### src/rtl/proc_pipe_param.sv
// Three-stage (IF, ID, EX/WB) parametrised processor with EX/WB-to-EX forwarding,
// a write-through register file, zero-penalty IF-stage jumps and a run/hold control.
module proc_pipe_param #(
  parameter int DATA_W = 8,
  parameter int RA_W   = 3,
  parameter int PC_W   = 8,
  parameter int CNT_W  = 16
) (
  input  logic                  clk,
  input  logic                  reset,
  input  logic                  run,
  output logic [PC_W-1:0]       imem_addr,
  input  logic [3+2*RA_W-1:0]   imem_data,
  output logic                  wb_valid,
  output logic [RA_W-1:0]       wb_addr,
  output logic [DATA_W-1:0]     wb_data,
  output logic [CNT_W-1:0]      retire_cnt
);

  localparam int INSTR_W = 3 + 2*RA_W;
  localparam int NREG    = 1 << RA_W;

  localparam logic [2:0] OP_NOP = 3'b000;
  localparam logic [2:0] OP_ADD = 3'b001;
  localparam logic [2:0] OP_SUB = 3'b010;
  localparam logic [2:0] OP_AND = 3'b011;
  localparam logic [2:0] OP_OR  = 3'b100;
  localparam logic [2:0] OP_XOR = 3'b101;
  localparam logic [2:0] OP_LI  = 3'b110;
  localparam logic [2:0] OP_JMP = 3'b111;

  // Low PC bits replaced by the jump field; upper bits come from PC+1.
  localparam logic [PC_W-1:0] JMP_MASK = PC_W'((64'd1 << (2*RA_W)) - 64'd1);

  function automatic logic signed [DATA_W-1:0] alu(
    input logic        [2:0]        op,
    input logic signed [DATA_W-1:0] a,
    input logic signed [DATA_W-1:0] b,
    input logic        [RA_W-1:0]   imm
  );
    logic signed [DATA_W-1:0] r;
    case (op)
      OP_ADD:  r = a + b;
      OP_SUB:  r = a - b;
      OP_AND:  r = a & b;
      OP_OR:   r = a | b;
      OP_XOR:  r = a ^ b;
      OP_LI:   r = DATA_W'(imm);
      default: r = '0;
    endcase
    return r;
  endfunction

  logic [PC_W-1:0]             pc_q, pc_d, pc_inc;
  logic [2:0]                  if_op;
  logic [INSTR_W-1:0]          instr_p0_q;

  logic [2:0]                  op_id;
  logic [RA_W-1:0]             rs1_id, rs2_id;
  logic                        vld_p1_d;
  logic signed [DATA_W-1:0]    opa_p1_d, opb_p1_d;

  logic [2:0]                  op_p1_q;
  logic [RA_W-1:0]             rs1a_p1_q, rd_p1_q;
  logic                        vld_p1_q;
  logic signed [DATA_W-1:0]    opa_p1_q, opb_p1_q;

  logic                        fwd_a, fwd_b;
  logic signed [DATA_W-1:0]    a_ex, b_ex, res_p2_d;

  logic                        vld_p2_q;
  logic [RA_W-1:0]             rd_p2_q;
  logic signed [DATA_W-1:0]    res_p2_q;

  logic signed [DATA_W-1:0]    rf_q [NREG];
  logic [CNT_W-1:0]            cnt_q, cnt_d;

  // ---- IF: next PC, jumps resolved from the fetched word ----
  assign imem_addr = pc_q;
  assign if_op     = imem_data[INSTR_W-1:2*RA_W];
  assign pc_inc    = pc_q + PC_W'(1);

  always_comb begin
    pc_d = pc_inc;
    if (if_op == OP_JMP)
      pc_d = (pc_inc & ~JMP_MASK) | PC_W'(imem_data[2*RA_W-1:0]);
  end

  always_ff @(posedge clk) begin
    if (reset) begin
      pc_q       <= '0;
      instr_p0_q <= '0;
    end else if (run) begin
      pc_q       <= pc_d;
      instr_p0_q <= imem_data;
    end
  end

  // ---- ID: decode and register read with write-through ----
  assign op_id    = instr_p0_q[INSTR_W-1:2*RA_W];
  assign rs1_id   = instr_p0_q[2*RA_W-1:RA_W];
  assign rs2_id   = instr_p0_q[RA_W-1:0];
  assign vld_p1_d = (op_id != OP_NOP) && (op_id != OP_JMP);

  always_comb begin
    opa_p1_d = rf_q[rs1_id];
    if (rs1_id == '0)
      opa_p1_d = '0;
    else if (wb_valid && (wb_addr == rs1_id))
      opa_p1_d = res_p2_q;
    opb_p1_d = rf_q[rs2_id];
    if (rs2_id == '0)
      opb_p1_d = '0;
    else if (wb_valid && (wb_addr == rs2_id))
      opb_p1_d = res_p2_q;
  end

  always_ff @(posedge clk) begin
    if (reset) begin
      op_p1_q  <= OP_NOP;
      rd_p1_q  <= '0;
      vld_p1_q <= 1'b0;
    end else if (run) begin
      op_p1_q  <= op_id;
      rd_p1_q  <= rs2_id;
      vld_p1_q <= vld_p1_d;
    end
  end

  // Operand values are meaningless while the stage holds a NOP.
  always_ff @(posedge clk) begin
    if (run) begin
      rs1a_p1_q <= rs1_id;
      opa_p1_q  <= opa_p1_d;
      opb_p1_q  <= opb_p1_d;
    end
  end

  // ---- EX: forwarding from EX/WB (never from r0) and ALU ----
  assign fwd_a    = vld_p2_q && (rd_p2_q != '0) && (rd_p2_q == rs1a_p1_q);
  assign fwd_b    = vld_p2_q && (rd_p2_q != '0) && (rd_p2_q == rd_p1_q);
  assign a_ex     = fwd_a ? res_p2_q : opa_p1_q;
  assign b_ex     = fwd_b ? res_p2_q : opb_p1_q;
  assign res_p2_d = alu(op_p1_q, a_ex, b_ex, rs1a_p1_q);

  always_ff @(posedge clk) begin
    if (reset) begin
      vld_p2_q <= 1'b0;
      rd_p2_q  <= '0;
      res_p2_q <= '0;
    end else if (run) begin
      vld_p2_q <= vld_p1_q;
      rd_p2_q  <= rd_p1_q;
      res_p2_q <= res_p2_d;
    end
  end

  // ---- WB: register file write and retire counter ----
  assign wb_valid   = vld_p2_q && (rd_p2_q != '0) && run;
  assign wb_addr    = rd_p2_q;
  assign wb_data    = res_p2_q;
  assign retire_cnt = cnt_q;
  assign cnt_d      = cnt_q + CNT_W'(1);

  always_ff @(posedge clk) begin
    if (reset) begin
      for (int i = 0; i < NREG; i++) rf_q[i] <= '0;
    end else if (wb_valid) begin
      rf_q[wb_addr] <= res_p2_q;
    end
  end

  always_ff @(posedge clk) begin
    if (reset)
      cnt_q <= '0;
    else if (wb_valid)
      cnt_q <= cnt_d;
  end

endmodule

### config.mk
export PLATFORM = sky130hd
export DESIGN_NAME = proc_pipe_param
export DESIGN_NICKNAME = d
export VERILOG_FILES = /design/src/rtl/proc_pipe_param.sv
export SDC_FILE = /design/constraint.sdc
export NUM_CORES = 1
export LEC_CHECK = 0
export CAP_MARGIN = 20
export CORE_MARGIN = 2
export CORE_UTILIZATION = 40
export DETAILED_ROUTE_END_ITERATION = 6
export PLACE_DENSITY = 0.61
export SETUP_SLACK_MARGIN = 0.05
export SLEW_MARGIN = 20
export SYNTH_ARGS = -nofsm -noshare
export SYNTH_HDL_FRONTEND = slang
export SYNTH_SLANG_ARGS = --single-unit
### constraint.sdc
create_clock -name clk -period 8.65 [get_ports clk]
set_input_delay 1.73 -clock clk [delete_from_list [all_inputs] [get_ports clk]]
set_output_delay 1.73 -clock clk [all_outputs]
set_load 0.005 [all_outputs]
# After elaboration in Yosys (flattened, before gate mapping)

Memories as Yosys holds them, arrays and structs flattened. A register that Yosys moved wholly into a read port is not among the register bits.
Cells that the tools add are included.

Flip-flop bits (word level): 71
Memory bits (writable): 64
Bits of input ports: 12
Output and inout port bits: 36
Logic and storage cells: 63
Memories: 1

Memories:

| memory | words | width | rd ports | clocked after memory_dff | write ports | RTL line | source |
|---|---|---|---|---|---|---|---|
| rf_q   | 8     | 8     | 2        | 2                        | 8           | 75       | `logic signed [DATA_W-1:0] rf_q [NREG];` |

Add/sub/neg operators: 4
Equality and inequality tests: 12
Multiplexer cells: 18
Bitwise operators: 4
Reductions and logical operators: 12

Operator list:

| kind                  | count |
|---|---|
| $mux 8                | 6 |
| $pmux 8 s6            | 1 |
| $add 16x1->16 const B | 1 |
| $mux 3                | 5 |
| $eq 3x3->1            | 4 |
| $eq 3x3->1 const B    | 4 |
| $add 8x1->8 const B   | 1 |
| $add 8x8->8           | 1 |
| $and 8x8->8           | 1 |
| $or 8x6->8            | 1 |
| $or 8x8->8            | 1 |
| $reduce_or 8->1       | 1 |
| $sub 8x8->8           | 1 |
| $xor 8x8->8           | 1 |
| $logic_and 1x1->1     | 7 |
| $eq 3x2->1 const B    | 2 |
| $logic_not 3->1       | 2 |
| $mux 1                | 6 |
| $reduce_bool 3->1     | 2 |
| $eq 3x1->1 const B    | 1 |
| $ne 3x3->1 const B    | 1 |

# Logic depth before layout (Yosys ltp)

Depth in word-level cells: 8
Mapped depth: 16
Gate-level depth less buffers: 13

# Least setup slack after synthesis

No wires, ideal clock.

Kind: input-to-output
Start: input run
End: output wb_valid
Arrival time: 2.264 ns
Required time: 6.920 ns
Setup slack: 4.656 ns
Stages: 3
Buffers on the path: 1
Path through: clkbuf_1 -> nand3_1 -> inv_2

Longest elaborated chain between the ends: 1

RTL lines:

| what              | RTL line | source |
|---|---|---|
| from (decl)       | 11       | `input logic run,` |
| $logic_and 1x1->1 | 159      | `assign wb_valid = vld_p2_q && (rd_p2_q != '0) && run;` |
| to (decl)         | 14       | `output logic wb_valid,` |

No other way between the ends.

# Worst setup path after layout

Ends and elaborated chain as after synthesis.

==> metrics.txt <==
Design Area, Final=0.00915 mm²; Peak VDD IR=0.0000992 V; Cell Rows=51; number of synthesized flops with an enable pin=83; Yosys cell types=61; Die Ht=145 µm; sequential share of the synthesized area=0.462; RSZ-0062 raised after global routing=no; dpl hpwl=12800 µm; post-CTS setup buffer count=0; CTS resizes=0; Post-DRT Antenna Nets=0; vias in the first global route=5379; die area=0.0209 mm²; Synth area leader=edfxtp_1; Max Clock Freq=0.188 GHz; switching power=428 µW; Net Sw Frac=0.254; Leak=0.00334 µW; clock tree from TritonCTS=done; flop2flop setup slack=4.32 ns; fin. max-slew vios=0; first-pass GRT wire length=28500 µm; hold endpoint=vld_p1_q; P_int=1260 µW; period utilization=0.614; worst reg-to-reg path cell count=13; worst endpoint required time=6.92 ns; # hold bufs at CTS=0; kind of critical path=in -> out; Data arrival, critical path=3.58 ns; chip width=145 µm; status=finished clean; Tmin final=5.31 ns; Clk network pwr share=0.426; Mapped Cells=717; drt drc=0; endpoint class of the critical path=output pin; gr ovfl total=0; drt pass-1 iters=5; TritonCTS Buffers=17; type of origin of the critical path=input port; worst-margin pin slew=1.04 ns; setup tns final=0 ns; Core Box Area=0.0195 mm²; most frequent cells in the layout=83 x edfxtp_1, 81 x nor2_1, 58 x mux2i_1; largest net degree at the start of global routing=71; final wirelength=17800 µm; Yosys warnings=0; Gate power share=0.115; Max Root-Sink Buffers=2; WL/cell=17.3 µm; Initial Utilization=0.406; HP Start=vld_p1_q; Synth Cell Area=0.00791 mm²; Port-buffer cells=47; sequential share of power=0.459; share of cells above drive strength 1=0.119; area grow syn2layout=15.7%; share of synthesized registers carrying an async set or reset=0; Post-Layout Cell Count=1027; Cells on Worst Hold Path=2; routability cong.=0.860; Hold Vio Cnt, Final=0; clock-pin slew on the worst setup and hold paths=0.06 ns; reg2reg start=wb_addr[2]; first-iteration detailed-routing DRC count=363; commonest non-fill, non-tap cell in the layout=edfxtp_1; vias per cell=5.31; Worst Path Max Fanout=54; worst hold path class=reg -> reg; CTS Sinks=141; antenna cell count=0; final core utilization=0.470; top_reg_cell synth=edfxtp_1; Seq cells post-synth=141; total number of vias=5453; Root Driver=clkbuf_16; Placed Cells=995; All-Layer GR Usage=0.177; MaxCap Viol Count=0; r2r endpoint=wb_data[6]; latest clock arrival within the worst-skew pair=0.43 ns; Cell Area, Placed=0.00857 mm²; Clock Skew=0.0152 ns; P per Cell Area=184 mW/mm²; H-tree depth=4; Synth area leaders=edfxtp_1 32%, dfxtp_1 15%, mux4_2 9.1%; Synth Area per Inst=11.0 µm²; Final setup viols=0; number of antenna violations at the first check in global routing=0; # IOs=48; post-synth top area share=0.315; nets@finish=783; slew margin rel.=0.303
## cell type report
class,count,area [µm²]
well taps,265,332
clock buffers,20,468
inverters,21,78.8
flip-flops and latches,141,3660
multi-input cells,515,4000
clock inverters,12,109
repair buffers,53,505
fillers,1764,10300
## power by group through the flow
stage               clock [µW]  sequential, µW  combinational (µW)
floorplan                    0             767                 160
global placement             0             786                 188
detailed placement           0             788                 192
CTS                        724             774                 193
global route               754             779                 213
finish                     718             774                 194
## per-layer routing
layer	vias to the layer above	track usage	wire, µm
li1	2680	-	-
met1	2643	0.234	7960
met2	112	0.298	8930
met3	18	0.0351	682
met4	0	0.0496	218
met5	-	0	0
## how the worst max path moves through the flow
stage / from / end / cells past startpoint
finish: run / wb_valid / 5
floorplan: run / wb_valid / 3
CTS: run / wb_valid / 5
global placement: run / wb_valid / 5
global route: run / wb_valid / 5
detailed placement: run / wb_valid / 5
## metrics by stage
step | worst slack [ns] | hold slack [ns] | power (µW)
2_1_floorplan | 4.66 | 0.441 | 926
3_3_place_gp | 3.42 | 0.458 | 974
3_5_place_dp | 3.37 | 0.469 | 980
4_1_cts | 3.36 | 0.478 | 1690
5_1_grt | 3.20 | 0.487 | 1750
6_report | 3.34 | 0.478 | 1690
## Yosys cell counts, drive strengths merged (19+ instances only)
| library cell | n |
|---|---|
| edfxtp | 83 |
| nor2 | 81 |
| dfxtp | 58 |
| mux2i | 58 |
| and2 | 53 |
| nand2 | 39 |
| clkbuf | 33 |
| mux4 | 32 |
| a21oi | 25 |
| a211oi | 21 |
| ha | 21 |
| inv | 21 |
| xnor2 | 21 |
| xor2 | 19 |
## state kept, by name (all words and copies together) (netlist names), named ones only
name        count
opb_p1_q        8
opa_p1_q        8
instr_p0_q      9
wb_addr         3
vld_p2_q        1
rs1a_p1_q       3
rf_q           64
rd_p1_q         3
retire_cnt     16
wb_data         8
op_p1_q         3
imem_addr       8
vld_p1_q        1
## kinds of logic (layout without fill, tap and decap cells)
kind of cell	after synthesis	count (layout)	synth area share
xor+xnor	40	40	0.0509
flops	141	141	0.462
other cells	1	8	0.000474
buf+inv	68	106	0.0359
compound gates	98	98	0.0851
mux	91	91	0.166
fa+ha+maj	22	22	0.0358
simple gates	256	256	0.164
## critical path, cell delays in order
cell and delay, ns:
buf_2 0.08, buf_4 0.55, nand3_1 0.37, inv_2 0.27, clkdlybuf4s50_1 0.54
Note: power is estimated with default switching activity, not from simulation.
